[src/rtl/capture_pkg.sv]
// rtl/capture_pkg.sv - shared state encoding and default widths for the capture window controller
//
// Purpose: common types for capture_window_ctrl and capture_down_counter.
// Contents: capture_state_e (IDLE, ARMED, DELAY, RECORD, DONE) and default widths.
// Optional feature macro used elsewhere in the bundle: CAPTURE_MISS_CNT_EN.

package capture_pkg;

  localparam int unsigned DEF_DELAY_W = 12;
  localparam int unsigned DEF_LEN_W   = 14;
  localparam int unsigned DEF_CNT_W   = 16;

  typedef enum logic [2:0] {
    IDLE   = 3'd0,
    ARMED  = 3'd1,
    DELAY  = 3'd2,
    RECORD = 3'd3,
    DONE   = 3'd4
  } capture_state_e;

endpackage

[src/rtl/capture_down_counter.sv]
// rtl/capture_down_counter.sv - loadable down-counter with zero flag
//
// Purpose: holds a count that is loaded on demand and decremented toward zero;
//          it never wraps below zero.
// Ports:
//   clk, rst      clock, asynchronous active-high reset
//   load_i        load load_val_i (wins over dec_i)
//   load_val_i    value to load
//   dec_i         decrement by one while non-zero
//   zero_o        count is zero

module capture_down_counter
  import capture_pkg::*;
#(
  parameter int unsigned W = DEF_DELAY_W
) (
  input  logic         clk,
  input  logic         rst,
  input  logic         load_i,
  input  logic [W-1:0] load_val_i,
  input  logic         dec_i,
  output logic         zero_o
);

  logic [W-1:0] count_q;

  always_ff @(posedge clk or posedge rst) begin
    if (rst) begin
      count_q <= '0;
    end else if (load_i) begin
      count_q <= load_val_i;
    end else if (dec_i && (count_q != '0)) begin
      count_q <= count_q - W'(1);
    end
  end

  assign zero_o = (count_q == '0);

endmodule

[src/rtl/capture_window_ctrl.sv]
// rtl/capture_window_ctrl.sv - per-pulse sample-capture window sequencer
//
// Purpose: on each trigger rise opens a sample window after a programmable
//          delay, counts completed windows and flags completion of a capture.
// Ports:
//   clk, rst            clock, asynchronous active-high reset
//   capture_en          host enable; low aborts to IDLE
//   trigger_start       trigger level; only its rising edge matters
//   trig_delay          clocks from trigger rise to first window sample
//   record_len          window length in clocks (0 behaves as 1)
//   pulse_num           windows per capture (0 = free-running)
//   sample_valid        high during the window
//   record_start/_end   one-cycle markers on first/last window sample
//   pulse_cnt           completed windows since capture started
//   capture_busy        high in ARMED, DELAY, RECORD
//   capture_done        sticky high in DONE
//   miss_cnt            (CAPTURE_MISS_CNT_EN only) rises ignored in DELAY/RECORD
// Optional feature macro: CAPTURE_MISS_CNT_EN

module capture_window_ctrl
  import capture_pkg::*;
#(
  parameter int unsigned DELAY_W = DEF_DELAY_W,
  parameter int unsigned LEN_W   = DEF_LEN_W,
  parameter int unsigned CNT_W   = DEF_CNT_W
) (
  input  logic               clk,
  input  logic               rst,
  input  logic               capture_en,
  input  logic               trigger_start,
  input  logic [DELAY_W-1:0] trig_delay,
  input  logic [LEN_W-1:0]   record_len,
  input  logic [CNT_W-1:0]   pulse_num,
  output logic               sample_valid,
  output logic               record_start,
  output logic               record_end,
  output logic [CNT_W-1:0]   pulse_cnt,
  output logic               capture_busy,
  output logic               capture_done
`ifdef CAPTURE_MISS_CNT_EN
  ,
  output logic [CNT_W-1:0]   miss_cnt
`endif
);

  capture_state_e     state_q;
  logic               trig_q;
  logic [DELAY_W-1:0] delay_q;
  logic [LEN_W-1:0]   len_q;
  logic [CNT_W-1:0]   num_q;
  logic [CNT_W-1:0]   pulse_cnt_q;
  logic [CNT_W-1:0]   pulse_cnt_d;
  logic               sample_valid_q;
  logic               record_start_q;
  logic               record_end_q;
  logic               busy_q;
  logic               done_q;

  logic               rise;
  logic               dly_load;
  logic               dly_zero;
  logic               rec_load;
  logic               rec_zero;
  logic               start_rec;
  logic               len_is_one;
  logic [DELAY_W-1:0] dly_load_val;
  logic [LEN_W-1:0]   rec_load_val;

  assign rise        = trigger_start & ~trig_q;
  assign pulse_cnt_d = pulse_cnt_q + CNT_W'(1);
  assign len_is_one  = (len_q <= LEN_W'(1));

  // Delay counter holds the DELAY cycles still to come after the current one.
  assign dly_load     = capture_en && (state_q == ARMED) && rise && (delay_q != '0);
  assign dly_load_val = delay_q - DELAY_W'(1);

  // Window opens next cycle, either straight from ARMED or at the end of DELAY.
  assign start_rec = capture_en &&
                     (((state_q == ARMED) && rise && (delay_q == '0)) ||
                      ((state_q == DELAY) && dly_zero));

  // Record counter reaches zero on the second-to-last window cycle so that the
  // registered record_end lands exactly on the last sample. Windows of 1 flag
  // record_end at entry instead.
  assign rec_load     = start_rec;
  assign rec_load_val = len_is_one ? '0 : (len_q - LEN_W'(2));

  capture_down_counter #(.W(DELAY_W)) u_delay_cnt (
    .clk        (clk),
    .rst        (rst),
    .load_i     (dly_load),
    .load_val_i (dly_load_val),
    .dec_i      (state_q == DELAY),
    .zero_o     (dly_zero)
  );

  capture_down_counter #(.W(LEN_W)) u_record_cnt (
    .clk        (clk),
    .rst        (rst),
    .load_i     (rec_load),
    .load_val_i (rec_load_val),
    .dec_i      (state_q == RECORD),
    .zero_o     (rec_zero)
  );

  always_ff @(posedge clk or posedge rst) begin
    if (rst) begin
      state_q        <= IDLE;
      trig_q         <= 1'b0;
      delay_q        <= '0;
      len_q          <= '0;
      num_q          <= '0;
      pulse_cnt_q    <= '0;
      sample_valid_q <= 1'b0;
      record_start_q <= 1'b0;
      record_end_q   <= 1'b0;
      busy_q         <= 1'b0;
      done_q         <= 1'b0;
    end else begin
      trig_q         <= trigger_start;
      record_start_q <= 1'b0;
      record_end_q   <= 1'b0;
      if (!capture_en) begin
        // Abort from any state; pulse_cnt is kept for the host to read.
        state_q        <= IDLE;
        sample_valid_q <= 1'b0;
        busy_q         <= 1'b0;
        done_q         <= 1'b0;
      end else begin
        unique case (state_q)
          IDLE: begin
            state_q     <= ARMED;
            delay_q     <= trig_delay;
            len_q       <= record_len;
            num_q       <= pulse_num;
            pulse_cnt_q <= '0;
            busy_q      <= 1'b1;
          end
          ARMED, DELAY: begin
            if ((state_q == ARMED) && rise && (delay_q != '0)) begin
              state_q <= DELAY;
            end else if (start_rec) begin
              state_q        <= RECORD;
              sample_valid_q <= 1'b1;
              record_start_q <= 1'b1;
              record_end_q   <= len_is_one;
            end
          end
          RECORD: begin
            if (record_end_q) begin
              sample_valid_q <= 1'b0;
              pulse_cnt_q    <= pulse_cnt_d;
              if ((num_q != '0) && (pulse_cnt_d == num_q)) begin
                state_q <= DONE;
                busy_q  <= 1'b0;
                done_q  <= 1'b1;
              end else begin
                state_q <= ARMED;
              end
            end else begin
              record_end_q <= rec_zero;
            end
          end
          DONE: begin
            state_q <= DONE;
          end
          default: begin
            state_q <= IDLE;
          end
        endcase
      end
    end
  end

`ifdef CAPTURE_MISS_CNT_EN
  logic [CNT_W-1:0] miss_q;

  always_ff @(posedge clk or posedge rst) begin
    if (rst) begin
      miss_q <= '0;
    end else if (capture_en) begin
      if (state_q == IDLE) begin
        miss_q <= '0;
      end else if (((state_q == DELAY) || (state_q == RECORD)) && rise && (miss_q != '1)) begin
        miss_q <= miss_q + CNT_W'(1);
      end
    end
  end

  assign miss_cnt = miss_q;
`endif

  assign sample_valid = sample_valid_q;
  assign record_start = record_start_q;
  assign record_end   = record_end_q;
  assign pulse_cnt    = pulse_cnt_q;
  assign capture_busy = busy_q;
  assign capture_done = done_q;

endmodule
[config.mk]
export PLATFORM = sky130hd
export DESIGN_NAME = capture_window_ctrl
export DESIGN_NICKNAME = d
export VERILOG_FILES = /design/src/rtl/capture_pkg.sv /design/src/rtl/capture_down_counter.sv /design/src/rtl/capture_window_ctrl.sv
export SDC_FILE = /design/constraint.sdc
export NUM_CORES = 1
export LEC_CHECK = 0
export BUFFER_PORTS_ARGS = -buffer_cell sky130_fd_sc_hd__buf_2
export CAP_MARGIN = 20
export CORE_MARGIN = 4
export CORE_UTILIZATION = 50
export DETAILED_ROUTE_END_ITERATION = 8
export PLACE_DENSITY = 0.7
export RECOVER_POWER = 25
export REMOVE_ABC_BUFFERS = 1
export SLEW_MARGIN = 20
export SYNTH_ARGS = -nofsm -noshare
export SYNTH_HDL_FRONTEND = slang
export SYNTH_SLANG_ARGS = --single-unit
[constraint.sdc]
create_clock -name clk -period 3.35 [get_ports clk]
set_input_delay 0.67 -clock clk [delete_from_list [all_inputs] [get_ports clk]]
set_output_delay 0.67 -clock clk [all_outputs]
set_load 0.05 [all_outputs]
== Word level (Yosys, flattened, before mapping) ==
Cells that the tools add are included.
Storage, ports and cells
  logic and storage cells: 102
  register bits after elaboration: 93
  input port bits: 46
  output and inout bits: 21
Operators by class
  bitwise operators: 2
  reductions and logical operators: 30
  multiplexer cells: 35
  eq/ne operators: 16
  order comparisons: 1
  add/subtract/negate cells: 5
Operators by type and width (count)
  $mux W14: 3
  $pmux W16 S2: 1
  $logic_not A12 Y1: 2
  $mux W12: 2
  $reduce_bool A12 Y1: 2
  $sub A12 B1 Y12 const B: 2
  $mux W1: 19
  $add A16 B1 Y16 const B: 1
  $eq A16 B16 Y1: 1
  $mux W16: 1
  $reduce_bool A16 Y1: 1
  $mux W3: 5
  $le A14 B1 Y1 const B: 1
  $logic_not A14 Y1: 1
  $reduce_bool A14 Y1: 1
  $sub A14 B1 Y14 const B: 1
  $sub A14 B2 Y14 const B: 1
  $ne A3 B3 Y1 const B: 4
  $pmux W3 S4: 1
  $logic_and A1 B1 Y1: 11
  $reduce_and A3 Y1: 3
  $eq A3 B2 Y1 const B: 2
  $ne A2 B1 Y1 const B: 3
  $ne A3 B1 Y1 const B: 2
  other kinds (13): 18

== Depth between registers and ports, before layout ==
  word-level depth: 10
  depth in mapped cells: 13
  mapped depth without buffers: 10

== Hierarchy ==
A second synthesis with hierarchy kept.
Unflattened totals
  cell total of the unflattened synthesis: 656
  area, all modules: 5547.8 um^2
By module, submodules not included
  capture_window_ctrl: seq. area each 1676.6 um^2, cells an instance 475, area each 3844.9 um^2, times used 1
  capture_down_counter (u_record_cnt): seq. area each 350.3 um^2, cells an instance 99, area each 910.9 um^2, times used 1
  capture_down_counter (u_delay_cnt): seq. area each 300.3 um^2, cells an instance 82, area each 792.0 um^2, times used 1

== Least setup slack after synthesis ==
No wires, ideal clock.
  kind: input-to-reg
  start: in trigger_start
  end: reg u_delay_cnt.count_q[8]
  cell stages on the path: 12
  setup slack: 0.179 ns
  buffers on the path: 2
  arrival time: 3.036 ns
  data required time: 3.215 ns
  library setup time: 0.135 ns
  path through: nand4bb_1 > or2_1 > clkbuf_1 > nor2_1 > clkbuf_1 > mux2i_1 > ha_1 > nand2_1 > nor4_1 > a21oi_1 > o211ai_1 > o211ai_1
Between the ends
  longest elaborated chain between the ends: 4
  elaborated cells on any way between the ends: 5
  those cells by class: 1 x mux; 1 x bitwise; 3 x reduce/logical
Ends and longest elaborated chain
  start, declared: RTL line capture_window_ctrl.sv:30  | input logic trigger_start,
  $and A1 B1 Y1 (*): RTL line capture_window_ctrl.sv:69  | assign rise = trigger_start & ~trig_q;
  $logic_and A1 B1 Y1 (*) (2 in series): RTL line capture_window_ctrl.sv:74  | assign dly_load = capture_en && (state_q == ARMED) && rise && (delay_q != '0);
  $mux W12 / $reduce_bool A2 Y1 (equally long branches)
  end signal, assigned: RTL line capture_down_counter.sv:31  | count_q <= load_val_i;
  end signal, assigned: RTL line capture_down_counter.sv:33  | count_q <= count_q - W'(1);
  end, declared: RTL line capture_down_counter.sv:25  | logic [W-1:0] count_q;
Mark *: on every way between the ends. The rest lies on a longest branch, timed or not.
A chain may end at the register's enable or synchronous reset.

== Worst setup path in the final report ==
  start: reg delay_q[0]
  end: reg u_delay_cnt.count_q[8]
Between the ends
  longest elaborated chain between the ends: 3
  elaborated cells on any way between the ends: 5
  those cells by class: 1 x add/sub; 1 x mux; 3 x reduce/logical
Ends and longest elaborated chain
  start, declared: RTL line capture_window_ctrl.sv:48  | logic [DELAY_W-1:0] delay_q;
  start signal, assigned: RTL line capture_window_ctrl.sv:133  | delay_q <= trig_delay;
  branches (longest 3 deep; another with $sub A12 B1 Y12)
Several ways; the timed one is not identified.

==> results.json <==
{
  "setup_viol": 0,
  "grt_first_pass_wirelength_mm": 22.3,
  "drtIter0Drc": 303,
  "slew_violations": 46,
  "rows": 37,
  "vias": 4777,
  "antenna_found_initial": 0,
  "stdcell_area_um2": 6060,
  "ctsResizeCount": 0,
  "wirelength_mm": 13.0,
  "path_class": "reg -> reg",
  "power_leakage_nw": 2.68,
  "port_buffers": 66,
  "start_util": 0.518,
  "grt_max_degree": 49,
  "max-slew-margin-rel": -0.391,
  "seq_area_frac_synth": 0.431,
  "grt_use_total": 0.215,
  "synth_top_area_share": 0.431,
  "syn_inst": 641,
  "hp-class": "in -> reg",
  "crit_path_start_kind": "flop",
  "gp_congestion": 0.897,
  "tns_ps": 0,
  "die-area_um2": 12500,
  "r2r_start": "delay_q[0]$_DFFE_PP0P_",
  "antennaDiodeCount": 0,
  "die_w_um": 112,
  "power_w": 0.00299,
  "wl_per_cell_um": 15.5,
  "antenna_left": 0,
  "holdPathStages": 1,
  "drc": 0,
  "worstPathRequired_ps": 3590,
  "worstPathMaxFanout": 6,
  "cts.htree.levels": 3,
  "final_common_cell": "nand2_1",
  "dominantRegCellSynth": "dfrtp_1",
  "syn_to_final_growth_pct": 12.3,
  "clk_pin_slew_ps": 90,
  "regToRegEndpoint": "u_delay_cnt.count_q[8]$_DFFE_PP0P_",
  "die_y_um": 112,
  "cts_tree": "built",
  "reg2reg_slack_ps": 430,
  "irDropWorstVdd_mv": 0.276,
  "clock-sinks": 93,
  "crit_chain": "or4_4, nor4_4, nor2_1, mux2i_1, ha_1, nand2_1, nor4_1, a21oi_1, o211ai_1, o211ai_1",
  "cpMostUsedCell": "o211ai_1",
  "ys_async_sr_fraction": 1.00,
  "vias_per_cell": 5.69,
  "hold_end": "trig_q$_DFF_PP0_",
  "cts_setup_buffers": 0,
  "cts_buffers": 9,
  "tightest_slew_ps": 2070,
  "p_per_area_nw_per_um2": 494,
  "nets": 749,
  "syn_area_um2": 5390,
  "core_area_um2": 10400,
  "synth_top_area_cell": "dfrtp_1",
  "hpwl_mm": 9.52,
  "overflow": 0,
  "violations": "max-capacitance violations, max-slew violations",
  "ys_warn_count": 0,
  "rsz0062_at_grt": "false",
  "finalCoreUtilization": 0.582,
  "placed_area_um2": 5880,
  "outcome": "finished, violations left",
  "fillCellCount": 992,
  "hold_viol": 0,
  "multiInputGateArea_um2": 2900,
  "r2r_cells": 10,
  "end_kind": "flop",
  "clk_latency_ps": 370,
  "synth_edf_count": 0,
  "critPathSlowestCell": "or4_4",
  "finalCriticalPeriod_ps": 2920,
  "synth.ff_latch_count": 93,
  "maxCapViolations": 1,
  "hp-start": "trigger_start",
  "holdBufCountCts": 0,
  "finalClockSkew_ps": 10.3,
  "fmax_mhz": 342,
  "root_buffer": "clkbuf_8",
  "drive_above_1_share": 0.158,
  "syn_area_per_cell_um2": 8.41,
  "synthTopCellsByArea": "dfrtp_1 (43%), nand2_1 (12%), xnor2_1 (4.5%)",
  "dr.pass1.iters": 5,
  "cpPeakStageDelay_ps": 600,
  "grt_pass1_vias": 4625,
  "pin_count": 67,
  "seqCellArea_um2": 2330,
  "ys_types": 70,
  "clockBufferDepth": 2,
  "cp.arrival_ps": 3170,
  "period_share": 0.872,
  "layout_common_cells": "nand2_1 (175), dfrtp_1 (93), buf_2 (65), nor2_1 (36), o21ai_0 (31)"
}
[routing by layer]
metal | routed length (um) | track usage
met5 | 0 | 0
met2 | 6220 | 0.348
met4 | 299 | 0.0819
met3 | 562 | 0.0299
met1 | 5920 | 0.294
[kinds of logic (layout without fill, tap and decap cells)]
logic type               count (synthesis)  in the layout  share of synthesized area
AND/OR/NAND/NOR                        328            328                      0.286
adder cells (fa/ha/maj)                  4              4                    0.00928
flip-flops                              93             93                      0.431
XOR/XNOR                                48             48                     0.0779
buffers and inverters                   44            107                     0.0325
multiplexers                             7              7                     0.0137
AO/OA/AOI/OAI                          117            117                      0.149
[how the worst max path moves through the flow]
stage	start	end	cells after the start
final	delay_q[0]$_DFFE_PP0P_	u_delay_cnt.count_q[8]$_DFFE_PP0P_	10
after global routing	delay_q[0]$_DFFE_PP0P_	u_delay_cnt.count_q[8]$_DFFE_PP0P_	10
after CTS	delay_q[0]$_DFFE_PP0P_	u_delay_cnt.count_q[8]$_DFFE_PP0P_	10
after detailed placement	capture_en	u_delay_cnt.count_q[8]$_DFFE_PP0P_	11
after global placement	capture_en	u_delay_cnt.count_q[8]$_DFFE_PP0P_	11
after floorplan	capture_en	len_q[1]$_DFFE_PP0P_	3
[power by group]
part / internal, W / switching, W
Combinational: 0.000333 / 0.000398
Sequential: 0.00132 / 0.000230
Clock: 0.000294 / 0.000416
[flip-flops by register name, summed over array words and instances, names as in the netlist, 3 cells and up]
register / count
num_q: 16
state_q: 3
pulse_cnt: 16
delay_q: 12
len_q: 14
u_record_cnt.count_q: 14
u_delay_cnt.count_q: 12
[through the flow]
stage               hold slack, ps  setup WS, ps  instances
floorplan                      446         -22.6        609
global placement               479           353        824
detailed placement             476           253        824
CTS                            445           428        840
global route                   467           117        840
finish                         468           427        840
[final cells by class]
type	count	area share
multi-input combinational	504	0.478
sequential	93	0.384
timing repair buffer	79	0.0719
tap	136	0.0281
clock buffer	10	0.0227
inverter	12	0.00764
clock inverter	6	0.00743
[synth_stat cells, drive strengths merged, types with 12 or more instances]
library cell / number
dfrtp: 93
xor2: 20
xnor2: 28
nor2: 36
o21ai: 33
a21oi: 26
nand2: 176
inv: 12
nor4: 17
nand3: 12
clkbuf: 28
nor3: 28
[critical path: cells and delay by family, from the launching register on]
| family | cells | cell delay [ps] |
|---|---|---|
| AND/OR/NAND/NOR | 5 | 1410 |
| AO/OA/AOI/OAI | 3 | 460 |
| flip-flops | 1 | 430 |
| adder cells (fa/ha/maj) | 1 | 290 |
| multiplexers | 1 | 210 |
(Power assumes the default switching activity.)
